**src/rtl/com_frame_sequencer.sv**
```systemverilog
`default_nettype none
// +--------------------------------------------------------------------------+
// | com_frame_sequencer                                                      |
// | Turns a masked raster stream into center_of_mass input, then tabulates  |
// | and latches the centroid with found/timeout handling.                    |
// | Revision: 1.0                                                            |
// +--------------------------------------------------------------------------+
module com_frame_sequencer #(
    parameter int H_ACTIVE       = 1280,
    parameter int V_ACTIVE       = 720,
    parameter int MIN_PIXELS     = 64,
    parameter int TIMEOUT_CYCLES = 4096
) (
    input  logic        clk_in,
    input  logic        rst_in,
    input  logic [10:0] hcount_in,
    input  logic [9:0]  vcount_in,
    input  logic        pixel_valid_in,
    input  logic        mask_in,
    output logic [10:0] x_out,
    output logic [9:0]  y_out,
    output logic        valid_out,
    output logic        tabulate_out,
    input  logic [10:0] com_x_in,
    input  logic [9:0]  com_y_in,
    input  logic        com_valid_in,
    output logic [10:0] centroid_x_out,
    output logic [9:0]  centroid_y_out,
    output logic        centroid_valid_out,
    output logic        found_out,
    output logic        error_out,
    output logic        busy_out
);

    localparam int              c_tw      = (TIMEOUT_CYCLES > 2) ? $clog2(TIMEOUT_CYCLES) : 1;
    localparam logic [c_tw-1:0] c_to_last = c_tw'(TIMEOUT_CYCLES - 1);
    localparam logic [10:0]     c_h_last  = 11'(H_ACTIVE - 1);
    localparam logic [9:0]      c_v_last  = 10'(V_ACTIVE - 1);
    localparam logic [20:0]     c_min_pix = 21'(MIN_PIXELS);

    typedef enum logic [1:0] {
        S_IDLE     = 2'd0,
        S_STREAM   = 2'd1,
        S_TABULATE = 2'd2,
        S_WAIT     = 2'd3
    } state_t;

    state_t          r_state, w_state_next;
    logic [20:0]     r_pix_count, w_pix_count_next;
    logic [c_tw-1:0] r_to_count, w_to_count_next;
    logic [10:0]     r_x, w_x_next, r_cx, w_cx_next;
    logic [9:0]      r_y, w_y_next, r_cy, w_cy_next;
    logic            r_valid, w_valid_next;
    logic            r_tab, w_tab_next;
    logic            r_cvalid, w_cvalid_next;
    logic            r_found, w_found_next;
    logic            r_error, w_error_next;

    logic        w_is_origin, w_is_last, w_in_range;
    logic        w_start, w_truncate, w_stream, w_fwd, w_frame_end, w_enough;
    logic [20:0] w_count_base, w_count_upd;

    // The starting (0,0) pixel is handled as a stream pixel on the same cycle;
    // a (0,0) seen while already streaming marks a truncated frame instead.
    assign w_is_origin  = pixel_valid_in && (hcount_in == '0) && (vcount_in == '0);
    assign w_is_last    = pixel_valid_in && (hcount_in == c_h_last) && (vcount_in == c_v_last);
    assign w_in_range   = (hcount_in <= c_h_last) && (vcount_in <= c_v_last);
    assign w_start      = (r_state == S_IDLE) && w_is_origin;
    assign w_truncate   = (r_state == S_STREAM) && w_is_origin;
    assign w_stream     = w_start || ((r_state == S_STREAM) && !w_is_origin);
    assign w_count_base = w_start ? '0 : r_pix_count;
    assign w_fwd        = w_stream && pixel_valid_in && mask_in && w_in_range;
    assign w_count_upd  = (w_fwd && (w_count_base != '1)) ? w_count_base + 21'd1 : w_count_base;
    assign w_frame_end  = w_truncate || (w_stream && w_is_last);
    assign w_enough     = (w_count_upd >= c_min_pix);

    always_comb begin
        w_state_next     = r_state;
        w_pix_count_next = r_pix_count;
        w_to_count_next  = r_to_count;
        w_x_next         = r_x;
        w_y_next         = r_y;
        w_cx_next        = r_cx;
        w_cy_next        = r_cy;
        w_valid_next     = 1'b0;
        w_tab_next       = 1'b0;
        w_cvalid_next    = 1'b0;
        w_found_next     = r_found;
        w_error_next     = r_error;

        case (r_state)
            S_IDLE, S_STREAM: begin
                if (w_stream) begin
                    w_state_next     = S_STREAM;
                    w_pix_count_next = w_count_upd;
                end
                if (w_fwd) begin
                    w_x_next     = hcount_in;
                    w_y_next     = vcount_in;
                    w_valid_next = 1'b1;
                end
                if (w_truncate) begin
                    w_error_next = 1'b1;
                end
                if (w_frame_end) begin
                    if (w_enough) begin
                        w_state_next = S_TABULATE;
                    end else begin
                        w_state_next  = S_IDLE;
                        w_cvalid_next = 1'b1;
                        w_found_next  = 1'b0;
                    end
                end
            end
            S_TABULATE: begin
                w_tab_next      = 1'b1;
                w_to_count_next = '0;
                w_state_next    = S_WAIT;
            end
            S_WAIT: begin
                // A result on the final timeout cycle still counts as found.
                if (com_valid_in) begin
                    w_cx_next     = com_x_in;
                    w_cy_next     = com_y_in;
                    w_cvalid_next = 1'b1;
                    w_found_next  = 1'b1;
                    w_state_next  = S_IDLE;
                end else if (r_to_count == c_to_last) begin
                    w_cvalid_next = 1'b1;
                    w_found_next  = 1'b0;
                    w_error_next  = 1'b1;
                    w_state_next  = S_IDLE;
                end else begin
                    w_to_count_next = r_to_count + 1'b1;
                end
            end
            default: w_state_next = S_IDLE;
        endcase
    end

    always_ff @(posedge clk_in or posedge rst_in) begin
        if (rst_in) begin
            r_state     <= S_IDLE;
            r_pix_count <= '0;
            r_to_count  <= '0;
            r_x         <= '0;
            r_y         <= '0;
            r_cx        <= '0;
            r_cy        <= '0;
            r_valid     <= 1'b0;
            r_tab       <= 1'b0;
            r_cvalid    <= 1'b0;
            r_found     <= 1'b0;
            r_error     <= 1'b0;
        end else begin
            r_state     <= w_state_next;
            r_pix_count <= w_pix_count_next;
            r_to_count  <= w_to_count_next;
            r_x         <= w_x_next;
            r_y         <= w_y_next;
            r_cx        <= w_cx_next;
            r_cy        <= w_cy_next;
            r_valid     <= w_valid_next;
            r_tab       <= w_tab_next;
            r_cvalid    <= w_cvalid_next;
            r_found     <= w_found_next;
            r_error     <= w_error_next;
        end
    end

    assign x_out              = r_x;
    assign y_out              = r_y;
    assign valid_out          = r_valid;
    assign tabulate_out       = r_tab;
    assign centroid_x_out     = r_cx;
    assign centroid_y_out     = r_cy;
    assign centroid_valid_out = r_cvalid;
    assign found_out          = r_found;
    assign error_out          = r_error;
    assign busy_out           = (r_state != S_IDLE);

endmodule
`default_nettype wire

```
**config.mk**
```make
export PLATFORM = sky130hd
export DESIGN_NAME = com_frame_sequencer
export DESIGN_NICKNAME = d
export VERILOG_FILES = /design/src/rtl/com_frame_sequencer.sv
export SDC_FILE = /design/constraint.sdc
export NUM_CORES = 1
export LEC_CHECK = 0
export CORE_MARGIN = 5
export CORE_UTILIZATION = 30
export DETAILED_ROUTE_END_ITERATION = 16
export DONT_BUFFER_PORTS = 1
export PLACE_DENSITY = 0.5
export SYNTH_ARGS = -nofsm -noshare
export SYNTH_HDL_FRONTEND = slang
export SYNTH_SLANG_ARGS = --single-unit
```
**constraint.sdc**
```tcl
create_clock -name clk_in -period 5.3 [get_ports clk_in]
set_clock_uncertainty 0.15 [all_clocks]
set_input_delay 1.06 -clock clk_in [delete_from_list [all_inputs] [get_ports clk_in]]
set_output_delay 1.06 -clock clk_in [all_outputs]
set_load 0.1 [all_outputs]
```
==> reports/metrics.cfg <==
[die]
row_count=43
die_area_sq_mm=0.01648
core_area_sq_mm=0.01383
die_w_um=128.4
initial_utilization=0.3040
ios=95
fp.dieH_um=128.4

[global_routing]
antenna_found_initial=0
grt_pass1_vias=3258
overflow=0
track_usage=0.1341
grt_pass1_wl_um=17610
grt_max_degree=51

[timing]
final.min_clock_period_ns=4.406
slew_viol_final=0
slew_headroom=0.3321
fmaxAchievable_mhz=227.0
tns_ns=0
period_share=0.8314
setup_viol=0
layout_setup_ws_ns=0.8938
finalHoldViolCount=0
rsz0062_at_grt=no
worst_pin_slew_ns=0.9991

[logic_synthesis]
ys_types=57
yosysMostFrequentCell=dfrtp_1
synthTopCellsByCount=dfrtp_1 (82), mux2_2 (42), nor2_1 (40)
synth_top_area_cell=dfrtp_1
syn_inst=407
ys_async_sr_fraction=1.000
syn_nets=456
synth-seq-area-share=0.4882
synthFlopType=dfrtp_1
synth_edf_count=0
synth_top_cell_area_share=0.4882
syn-cell-area_sq_mm=0.004203
yosys_warnings=0
ys_ff_latch=82
synth_area_leaders=dfrtp_1 (49%), mux2_2 (11%), nor2_1 (3.6%)
syn_avg_cell_area_sq_um=10.33

[worst_setup_path]
required_ns=5.33
cpMaxStageDelayCell=a2111oi_0
path_cells=nor4_2 -> nand4_1 -> nor4_2 -> nor2b_1 -> ha_1 -> nand4_1 -> o211ai_1 -> a2111oi_0 -> mux2i_1 -> nand3b_1 -> nor3_2 -> o2111a_1 -> o21ai_1
critPathKind=primary input to flop
startpoint_type=primary input
crit_arrival_ns=4.44
end_kind=flop
reg2reg_slack_ns=1.58
worstPathMaxFanout=9
cp_slowest_stage_delay_ns=0.59

[cts]
cts_tree=done
clkSinkCount=82
hold_buffers=0
cts_buffer_depth=2
cts_resized=0
cts_buffers=9
cts_setup_buffers=0
clock_latency_ns=0.35
htree_levels=3
cts.clk_slew.worst_paths_ns=0.07
cts-root-buf=clkbuf_16

[power_and_ir_drop]
power_leakage_uw=0.002029
ir_drop_mv=0.1743
p_total_uw=1270
power_density_mw_per_mm2=269.4

[place]
hpwl_um=7778
pre_cts_ws_ns=0.6199
globalplace.congestion=0.8422
io_buffers=0

[layout]
fin_nets=458
multi_input_area_sq_mm=0.002036
area_growth_pct=12.15
diodes=0
drive_gt1_frac=0.1884
seq_area_sq_mm=0.002052
fillers=1419

[routing]
first_iter_violations=162
ant_nets=0
vias=3214
dr.pass1.iters=4
post-route-drc-count=0
wl_per_cell_um=17.85
routed_via_density=5.411
drt_wl_total_um=10600

[run]
maxCapViolCount=0

[run_status]
status=complete, no violations

[worst_hold_path]
min_path_type=flop to flop

-- critical path: cells and delay by family --
kind | cells | cell delay (ns)
AND/OR/NAND/NOR | 7 | 1.64
adder cells (fa/ha/maj) | 1 | 0.33
multiplexers | 1 | 0.30
AO/OA/AOI/OAI | 4 | 1.09
-- where the power goes --
group          total, uW  switching [uW]  internal, uW
registers            625          0.0613           625
clock network        624             289           335
logic               20.6            16.3          4.27
-- cell type report --
type | instances | share of cell area
flip-flops and latches | 82 | 0.4354
clock buffers | 9 | 0.04778
clock inverters | 7 | 0.01619
inverters | 14 | 0.01141
repair buffers | 6 | 0.009557
well taps | 180 | 0.04778
multi-input cells | 296 | 0.4319
-- layout by cell type, fill, tap and decap left out, drive strengths merged, types with 11 or more instances in the layout --
master  instances
dfrtp          82
mux2           42
nor2           40
nand2          37
nand3          23
o21ai          22
inv            16
nand4          15
a21oi          14
xnor2          11
nor4           11
-- per-stage QoR --
stage | hold WS, ns | cells | utilization | area, sq um
2_1_floorplan | 0.3257 | 407 | - | 4203
6_report | 0.3741 | 594 | 0.3409 | 4713
4_1_cts | 0.3713 | 594 | 0.3409 | 4713
3_5_place_dp | 0.3582 | 578 | 0.3191 | 4412
3_3_place_gp | 0.3638 | 578 | 0.3191 | 4412
5_1_grt | 0.4027 | 594 | 0.3409 | 4713
-- metal layers --
metal / GRT usage / wire (um) / share of wire
met5: 0 / 0 / 0
met3: 0.05147 / 919 / 0.087
met4: 0.05556 / 259 / 0.024
met1: 0.1740 / 4621 / 0.44
met2: 0.2010 / 4800 / 0.45
-- final timing paths --
path	depth (start not counted)	start	endpoint
max	13	vcount_in[2]	found_out
min in group asynchronous	1	rst_in	x_out[3]
max in group asynchronous	2	rst_in	r_pix_count[18]
min reg2reg	1	r_to_count[11]	r_to_count[11]
min	1	r_to_count[11]	r_to_count[11]
max reg2reg	12	r_state[1]	found_out
-- cell families after synthesis --
kind of cell               count (synthesis)  share of synthesized area
AOI/OAI and AO/OA                         69                     0.1137
xor gates and xnor gates                  19                    0.03960
adders and majority gates                  2                   0.005953
buffers and inverters                     29                    0.02828
DFF                                       82                     0.4882
muxes                                     45                     0.1197
and+or+nand+nor                          161                     0.2045
-- sequential cells by signal (all words and copies together), names as in the netlist --
register and flops:
y_out 10, error_out 1, found_out 1, r_to_count 12, r_state 2, r_pix_count 21
x_out 11, tabulate_out 1, valid_out 1, centroid_x_out 11, centroid_y_out 10, centroid_valid_out 1
Power figures use the tool's default switching activity.
